## src/rtl/mem_request_unit_pkg.sv

```systemverilog
// mem_request_unit_pkg: shared encodings for the memory-request stage
// (writeback select, access size, FSM state).
package mem_request_unit_pkg;

    typedef enum logic [1:0] {
        IDLE     = 2'd0,
        REQ      = 2'd1,
        WAIT_RSP = 2'd2
    } state_e;

    typedef enum logic [1:0] {
        WB_ALU     = 2'b00,
        WB_DMEM    = 2'b01,
        WB_PC_ADD4 = 2'b10
    } wbsel_e;

    // Access size lives in funct3[1:0]; funct3[2] only marks unsigned loads.
    localparam logic [1:0] SZ_BYTE = 2'b00;
    localparam logic [1:0] SZ_HALF = 2'b01;
    localparam logic [1:0] SZ_WORD = 2'b10;

endpackage

```

## src/rtl/mem_request_unit_store_align.sv

```systemverilog
// mem_request_unit_store_align: places store data on its byte lanes and
// flags halfword/word accesses that straddle their natural alignment.
module mem_request_unit_store_align
    import mem_request_unit_pkg::*;
(
    input  logic [1:0]  size,
    input  logic [1:0]  lane,
    input  logic [31:0] rs2,
    output logic [31:0] wdata,
    output logic [3:0]  wbe,
    output logic        misaligned
);
    always_comb begin
        wdata      = size == SZ_BYTE ? {4{rs2[7:0]}} : size == SZ_HALF ? {2{rs2[15:0]}} : rs2;
        wbe        = size == SZ_BYTE ? 4'b0001 << lane : size == SZ_HALF ? 4'b0011 << lane : 4'b1111;
        misaligned = size == SZ_BYTE ? 1'b0 : size == SZ_HALF ? lane[0] : lane != 2'b00;
    end

endmodule

```

## src/rtl/mem_request_unit.sv

```systemverilog
// mem_request_unit: memory-stage front-end; issues loads/stores on the data bus,
// stalls Execute while a transaction is outstanding and registers writeback fields.
module mem_request_unit
    import mem_request_unit_pkg::*;
#(
    parameter int TIMEOUT_CYCLES = 255,
    parameter int CNT_W          = 8
) (
    input  logic        clk,
    input  logic        rst,
    input  logic        ex_valid,
    output logic        ex_ready,
    input  logic [31:0] ex_pc,
    input  logic [31:0] ex_alu_out,
    input  logic [31:0] ex_rs2,
    input  logic [31:0] ex_inst,
    input  logic        ex_mem_rd,
    input  logic        ex_mem_wr,
    input  logic [2:0]  ex_ldsel,
    input  logic [1:0]  ex_wbsel,
    output logic        bus_req_valid,
    input  logic        bus_req_ready,
    output logic        bus_req_we,
    output logic [31:0] bus_req_addr,
    output logic [31:0] bus_req_wdata,
    output logic [3:0]  bus_req_wbe,
    input  logic        bus_rsp_valid,
    input  logic [31:0] bus_rsp_rdata,
    output logic        wb_valid,
    output logic [31:0] wb_pc,
    output logic [31:0] wb_alu_out,
    output logic [31:0] wb_dmem_out,
    output logic [31:0] wb_inst,
    output logic [2:0]  wb_ldsel,
    output logic [1:0]  wb_wbsel,
    output logic        misalign,
    output logic        bus_err
);
    state_e           state;
    logic [CNT_W-1:0] cnt;
    logic [31:0]      pend_pc;
    logic [31:0]      pend_alu_out;
    logic [31:0]      pend_inst;
    logic [2:0]       pend_ldsel;
    logic [1:0]       pend_wbsel;
    logic [31:0]      al_wdata;
    logic [3:0]       al_wbe;
    logic             al_misaligned;
    logic             accept;
    logic             mem_op;
    logic             direct;
    logic             timed_out;
    logic             done_store;
    logic             done_load;
    logic             abandon;
    logic             retire_mem;

    mem_request_unit_store_align u_align (
        .size       (ex_inst[13:12]),
        .lane       (ex_alu_out[1:0]),
        .rs2        (ex_rs2),
        .wdata      (al_wdata),
        .wbe        (al_wbe),
        .misaligned (al_misaligned)
    );

    assign ex_ready      = state == IDLE;
    assign bus_req_valid = state == REQ;
    assign accept        = ex_valid && ex_ready;
    assign mem_op        = ex_mem_rd || ex_mem_wr;
    // Non-memory ops and dropped misaligned accesses retire straight from IDLE.
    assign direct        = accept && (!mem_op || al_misaligned);
    assign timed_out     = cnt == CNT_W'(TIMEOUT_CYCLES - 1);
    assign done_store    = state == REQ && bus_req_ready && bus_req_we;
    assign done_load     = state == WAIT_RSP && bus_rsp_valid;
    assign abandon       = timed_out && ((state == REQ && !bus_req_ready) || (state == WAIT_RSP && !bus_rsp_valid));
    assign retire_mem    = done_store || done_load || abandon;

    always_ff @(posedge clk or posedge rst) begin
        if (rst) begin
            state         <= IDLE;
            cnt           <= '0;
            pend_pc       <= '0;
            pend_alu_out  <= '0;
            pend_inst     <= '0;
            pend_ldsel    <= '0;
            pend_wbsel    <= '0;
            bus_req_we    <= 1'b0;
            bus_req_addr  <= '0;
            bus_req_wdata <= '0;
            bus_req_wbe   <= '0;
        end else begin
            if (state != IDLE)
                cnt <= cnt + 1'b1;
            if (accept && mem_op && !al_misaligned) begin
                state         <= REQ;
                cnt           <= '0;
                pend_pc       <= ex_pc;
                pend_alu_out  <= ex_alu_out;
                pend_inst     <= ex_inst;
                pend_ldsel    <= ex_ldsel;
                pend_wbsel    <= ex_wbsel;
                bus_req_we    <= ex_mem_wr;
                bus_req_addr  <= {ex_alu_out[31:2], 2'b00};
                bus_req_wdata <= al_wdata;
                bus_req_wbe   <= ex_mem_wr ? al_wbe : 4'b0000;
            end else if (state == REQ && bus_req_ready && !bus_req_we) begin
                state <= WAIT_RSP;
                cnt   <= '0;
            end else if (retire_mem) begin
                state <= IDLE;
            end
        end
    end

    always_ff @(posedge clk or posedge rst) begin
        if (rst) begin
            wb_valid    <= 1'b0;
            misalign    <= 1'b0;
            bus_err     <= 1'b0;
            wb_pc       <= '0;
            wb_alu_out  <= '0;
            wb_dmem_out <= '0;
            wb_inst     <= '0;
            wb_ldsel    <= '0;
            wb_wbsel    <= '0;
        end else begin
            wb_valid <= direct || retire_mem;
            misalign <= direct && mem_op;
            bus_err  <= abandon;
            if (direct) begin
                wb_pc       <= ex_pc;
                wb_alu_out  <= ex_alu_out;
                wb_dmem_out <= '0;
                wb_inst     <= ex_inst;
                wb_ldsel    <= ex_ldsel;
                wb_wbsel    <= ex_wbsel;
            end else if (retire_mem) begin
                wb_pc       <= pend_pc;
                wb_alu_out  <= pend_alu_out;
                wb_dmem_out <= done_load ? bus_rsp_rdata : '0;
                wb_inst     <= pend_inst;
                wb_ldsel    <= pend_ldsel;
                wb_wbsel    <= pend_wbsel;
            end
        end
    end

endmodule

```

## config.mk

```make
export PLATFORM = sky130hd
export DESIGN_NAME = mem_request_unit
export DESIGN_NICKNAME = d
export VERILOG_FILES = /design/src/rtl/mem_request_unit_pkg.sv /design/src/rtl/mem_request_unit_store_align.sv /design/src/rtl/mem_request_unit.sv
export SDC_FILE = /design/constraint.sdc
export NUM_CORES = 1
export LEC_CHECK = 0
export BUFFER_PORTS_ARGS = -buffer_cell sky130_fd_sc_hd__buf_2
export CORE_MARGIN = 1.5
export CORE_UTILIZATION = 50
export DETAILED_ROUTE_END_ITERATION = 16
export GPL_ROUTABILITY_DRIVEN = 0
export MAX_ROUTING_LAYER = met4
export PLACE_DENSITY = 0.78
export SLEW_MARGIN = 20
export SYNTH_ARGS = -nofsm -noshare
export SYNTH_HDL_FRONTEND = slang
export SYNTH_HIERARCHICAL = 1
export SYNTH_SLANG_ARGS = --single-unit
```

## constraint.sdc

```tcl
create_clock -name clk -period 10.1 [get_ports clk]
set_input_delay 1.515 -clock clk [delete_from_list [all_inputs] [get_ports clk]]
set_output_delay 1.515 -clock clk [all_outputs]
set_load 0.1 [all_outputs]
```

==> summary.md, run 1 <==
| Metric | Value |
|---|---|
| Status | `complete, no violations` |
| Total congestion overflow | `0` |
| DR vias/cell | `5.351` |
| Post-cts gate resize count | `0` |
| Worst path cell trace | `buf_2 -> mux2i_1 -> o21bai_1 -> or3_4 -> buf_4 -> nand2_1 -> nand2_1` |
| Final net count | `1845` |
| Pins Over Slew Limit | `0` |
| Area grow syn2layout | `21.24%` |
| Crit path max fanout | `81` |
| R2r setup slk | `6730 ps` |
| Max-cap violations | `0` |
| Post-synth EDFFs | `0` |
| Routed len/inst | `17.57 um` |
| Sequential share of the synthesized area | `54.51%` |
| Post-synthesis cell count | `1389` |
| Most common cell after layout, fill and taps aside | `nand2_1` |
| # DRC | `0` |
| GRT Overall Usage | `26.32%` |
| Startpoint type of the worst setup path | `primary input` |
| Slowest-stage cell, CP | `buf_4` |
| CP arrival | `4410 ps` |
| Average cell area after synthesis | `9.386 sq um` |
| Most frequent cells in the layout | `nand2_1, buf_2, dfrtp_1` |
| CTS tree | `yes` |
| Final setup viols | `0` |
| Synth async-reset ratio | `100.0%` |
| Via count | `10846` |
| Post-synth top flop | `dfrtp_1` |
| Clock Skew | `10.86 ps` |
| Area occupied by registers | `7107 sq um` |
| Max Root-Sink Buffers | `3` |
| Root Driver | `clkbuf_16` |
| Worst-path clk slew | `60 ps` |
| Antenna-violating nets left | `0` |
| Die Span Y | `164.5 um` |
| Full die area | `27050 sq um` |
| Reg2reg start | `state[1]` |
| F_max | `0.2543 GHz` |
| Endpoints failing hold | `0` |
| Worst-skew pair later-pin latency | `550 ps` |
| Synth cell types | `44` |
| Unrepaired setup endpoints after global routing | `no` |
| #FFs+latches synth | `284` |
| CTS buffer count | `30` |
| CP endpoint | `pend_alu_out[31]` |
| Ports | `379` |
| Hold-fix buffer count after cts | `0` |
| Initial Util | `51.33%` |
| Final min period | `3932 ps` |
| Worst slew margin | `25.67%` |
| Detailed placement HPWL | `22.27 mm` |
| Placeable Area | `25400 sq um` |
| Post-Syn Area | `13040 sq um` |
| DR pass1 iterations | `4` |
| Crit. End Element | `register` |
| Die width | `164.5 um` |
| Antenna violations before repair | `6` |
| Iteration-0 DRC Markers | `894` |
| Worst Path Required | `10580 ps` |
| Post-CTS setup buffers | `0` |
| Largest net degree at the start of global routing | `156` |
| Htree depth | `1` |
| Hold WC Path Type | `reg2reg` |
| # rows | `58` |
| Final WL | `35.61 mm` |
| Setup crit start | `ex_inst[13]` |
| Crit-path most repeated cell | `nand2_1` |
| First-pass GRT wire length | `54.88 mm` |
| Crit-path max cell delay | `830 ps` |
| R2R cell count | `5` |
| Yosys warning count | `6` |
| Vias in the first global route | `10780` |
| Share of cells above drive strength 1 | `32.82%` |
| Critical path class | `in2reg` |
| Final period utilization | `38.93%` |
| Multi-input logic area | `5115 sq um` |
| Least-Margin Pin Slew | `1115 ps` |
| CTS sink cnt | `284` |
| # port buffers | `376` |
| Reg-to-Reg End | `wb_inst[24]` |
| Core Util, Final | `62.23%` |
| Setup TNS | `0 ps` |
| Fill cells | `2138` |
==> worst min-delay path by stage <==
stage,endpoint,start,slack [ps],cells after the start
finish,pend_pc[5],pend_pc[5],470,2
global route,pend_pc[10],pend_pc[10],480,2
CTS,pend_inst[8],pend_inst[8],470,2
detailed placement,bus_req_wbe[3],bus_req_wbe[3],450,2
global placement,pend_pc[2],pend_pc[2],450,2
floorplan,pend_alu_out[0],pend_alu_out[0],440,2
==> metrics by stage <==
step	std cells	hold slack (ps)	setup WS, ps	cell area, sq um
CTS	2021	470.9	5942	15790
global route	2027	483.6	6012	15810
floorplan	1390	439.3	749.4	13040
global placement	1965	450.1	5473	14650
detailed placement	1965	454.2	5395	14650
finish	2027	466.6	6168	15810
==> sequential cells by signal, indices dropped and copies added (netlist names) <==
| register | count |
|---|---|
| wb_dmem_out | 32 |
| bus_req_we | 1 |
| bus_req_wbe | 4 |
| wb_alu_out | 32 |
| wb_wbsel | 2 |
| pend_alu_out | 32 |
| pend_ldsel | 3 |
| state | 2 |
| wb_valid | 1 |
| wb_ldsel | 3 |
| pend_inst | 32 |
| bus_req_wdata | 32 |
| wb_inst | 32 |
| pend_wbsel | 2 |
| wb_pc | 32 |
| bus_err | 1 |
| pend_pc | 32 |
| cnt | 8 |
| misalign | 1 |
==> critical path: cells and delay by family <==
kind | cells | cell delay, ps
buffers and inverters | 2 | 1330
AO/OA/AOI/OAI | 1 | 250
multiplexers | 1 | 250
AND/OR/NAND/NOR | 3 | 980
==> area by class of cell <==
type                       count  share of cell area, %
timing repair buffer         385                  12.44
sequential                   284                  44.96
inverter                      11                 0.3245
clock inverter                20                  1.868
tap                          330                  2.612
multi-input combinational    955                  32.36
clock buffer                  36                  5.343
antenna                        6                0.09499
==> routing by layer <==
layer,vias to the layer above,part of all wire (%),track usage [%]
met1,5190,39,31.50
met2,482,48,43.23
met5,-,0,-
met3,86,8.8,5.826
met4,0,3.7,10.85
li1,5088,-,-
==> Yosys cell counts (5+ instances only) <==
master | count | area (sq um)
clkbuf_1 | 44 | 165.2
nor2_1 | 12 | 45.04
nand3_1 | 6 | 30.03
o211ai_1 | 22 | 165.2
o21ai_1 | 6 | 30.03
buf_6 | 11 | 123.9
a22o_1 | 32 | 280.3
xor2_1 | 5 | 43.79
o21ai_0 | 104 | 520.5
buf_4 | 44 | 330.3
mux2i_1 | 10 | 100.1
nand2_1 | 624 | 2342
buf_2 | 40 | 200.2
ha_1 | 6 | 75.07
mux2_2 | 16 | 180.2
o211ai_2 | 79 | 988.5
dfrtp_1 | 284 | 7107
inv_1 | 10 | 37.54
==> cells by family after synthesis <==
| logic type | after synthesis | synth area share, % |
|---|---|---|
| simple gates | 660 | 19.57 |
| flops | 284 | 54.51 |
| compound gates | 254 | 16.04 |
| buf+inv | 151 | 6.660 |
| mux | 26 | 2.150 |
| xor+xnor | 7 | 0.4703 |
| fa+ha+maj | 6 | 0.5758 |
| other cells | 1 | 0.02876 |
Power of run 1 is left out: the tool's default activity adds up to more than one toggle a clock period on the data nets, which glitch-free logic cannot reach.
==> run 2, diff against run 1 <==
==> constraint.sdc (replaced) <==
create_clock -name clk -period 3.7 [get_ports clk]
set_input_delay 0.555 -clock clk [delete_from_list [all_inputs] [get_ports clk]]
set_output_delay 0.555 -clock clk [all_outputs]
set_load 0.1 [all_outputs]
==> summary.md, run 2 (synthesized netlist as in run 1, its figures left out) <==
| Metric | Value |
|---|---|
| Via count | `10999 (+1.4%)` |
| Initial Util | `51.33% (unchanged)` |
| Max Root-Sink Buffers | `3 (unchanged)` |
| Full die area | `27050 sq um (unchanged)` |
| Largest net degree at the start of global routing | `105 (-33%)` |
| Die Span Y | `164.5 um (unchanged)` |
| Multi-input logic area | `5114 sq um (about the same)` |
| Area grow syn2layout | `21.31% (about the same)` |
| Clock Skew | `6.214 ps (-4.648 ps)` |
| DR vias/cell | `5.408 (+1.1%)` |
| Final min period | `2721 ps` |
| Crit. End Element | `register` |
| Final instance area | `15820 sq um (about the same)` |
| Final setup viols | `0 (unchanged)` |
| Fill cells | `2145 (+0.33%)` |
| Setup ws final | `979.2 ps (-5188 ps)` |
| GRT Overall Usage | `27.10% (+0.78 points)` |
| Final WL | `36.43 mm (+2.3%)` |
| Worst-path clk slew | `60 ps (about the same)` |
| Status | `complete, no violations` |
| Crit path max fanout | `104 (+28%)` |
| Routed len/inst | `17.91 um (+1.9%)` |
| Antenna-violating nets left | `0 (unchanged)` |
| Max-cap violations | `0 (unchanged)` |
| Pre-CTS setup slack | `833.6 ps (-4562 ps)` |
| First-pass GRT wire length | `56.68 mm (+3.3%)` |
| Share of cells above drive strength 1 | `32.69% (-0.14 points)` |
| Worst-skew pair later-pin latency | `540 ps (about the same)` |
| Hold WC Path Type | `in2async` |
| # port buffers | `376 (unchanged)` |
| CTS buffer count | `30 (unchanged)` |
| # rows | `58 (unchanged)` |
| Setup TNS | `0 ps (unchanged)` |
| CTS tree | `yes` |
| Ports | `379 (unchanged)` |
| F_max | `0.3675 GHz` |
| DR pass1 iterations | `5 (+1)` |
| Hold-fix buffer count after cts | `0 (unchanged)` |
| Most common cell after layout, fill and taps aside | `nand2_1` |
| Most frequent cells in the layout | `nand2_1, buf_2, dfrtp_1` |
| Vias in the first global route | `11010 (+2.1%)` |
| Final net count | `1857 (+0.65%)` |
| Worst Path Required | `4120 ps (-6460 ps)` |
| Post-cts gate resize count | `0 (unchanged)` |
| Endpoints failing hold | `0 (unchanged)` |
| Total congestion overflow | `0 (unchanged)` |
| Unrepaired setup endpoints after global routing | `no` |
| Worst slew margin | `27.89% (+2.2 points)` |
| Placed Area | `14830 sq um (+1.3%)` |
| # DRC | `0 (unchanged)` |
| Detailed placement HPWL | `23.59 mm (+5.9%)` |
| Pins Over Slew Limit | `0 (unchanged)` |
| Area occupied by registers | `7107 sq um (unchanged)` |
| Die width | `164.5 um (unchanged)` |
| Startpoint type of the worst setup path | `register` |
| Htree depth | `1 (unchanged)` |
| Final period utilization | `73.54%` |
| Antenna violations before repair | `5 (-1)` |
| Critical path class | `reg2reg` |
| Post-CTS setup buffers | `0 (unchanged)` |
| Least-Margin Pin Slew | `1082 ps (-33.34 ps)` |
| Root Driver | `clkbuf_16` |
| Core Util, Final | `62.27% (about the same)` |
| Placeable Area | `25400 sq um (unchanged)` |
| Iteration-0 DRC Markers | `732 (-18%)` |
| CP arrival | `3140 ps (-1270 ps)` |
| CTS sink cnt | `284 (unchanged)` |
==> run 2: worst paths after layout <==
check | startpoint | endpoint | slack [ps] | cells after the start
max | state[1] | wb_dmem_out[11] | 980 | 6
min | rst | wb_pc[12] | 120 | 2
max reg2reg | state[1] | wb_dmem_out[11] | 980 | 6
min reg2reg | bus_req_wbe[1] | bus_req_wbe[1] | 470 | 2
max in group asynchronous | rst | pend_alu_out[2] | 2680 | 3
min in group clk | ex_inst[3] | pend_inst[3] | 220 | 3
==> run 2: routing by layer <==
layer	track usage, %	wire, um	up-vias	part of all wire [%]
li1	-	-	5106	-
met1	32.32	14420	5359	40
met2	45.17	17770	459	49
met3	6.002	3042	75	8.4
met4	9.992	1191	0	3.3
met5	-	0	-	0
==> run 2: metrics by stage <==
stage / hold slack, ps / std cells
after global routing: 161.3 / 2033
after detailed placement: 454.5 / 1977
after CTS: 122.7 / 2028
final: 122.5 / 2034
after global placement: 450.0 / 1977
after floorplan: 439.3 / 1390
==> run 2: area by class of cell <==
| cell class | instances | area share (%) |
|---|---|---|
| multi-input combinational | 955 | 32.33 |
| clock inverter | 3 | 0.1187 |
| antenna | 6 | 0.09493 |
| tap | 330 | 2.611 |
| clock buffer | 48 | 6.004 |
| timing repair buffer | 397 | 13.61 |
| inverter | 11 | 0.3006 |
| sequential | 284 | 44.93 |
==> run 2: critical path: stages (launching register included) <==
cell and delay [ps]:
dfrtp_1 470, or3b_1 460, a211oi_4 260, buf_4 830
nor3_4 0, buf_4 280, a22o_1 240
Power of run 2 is left out for the same reason.
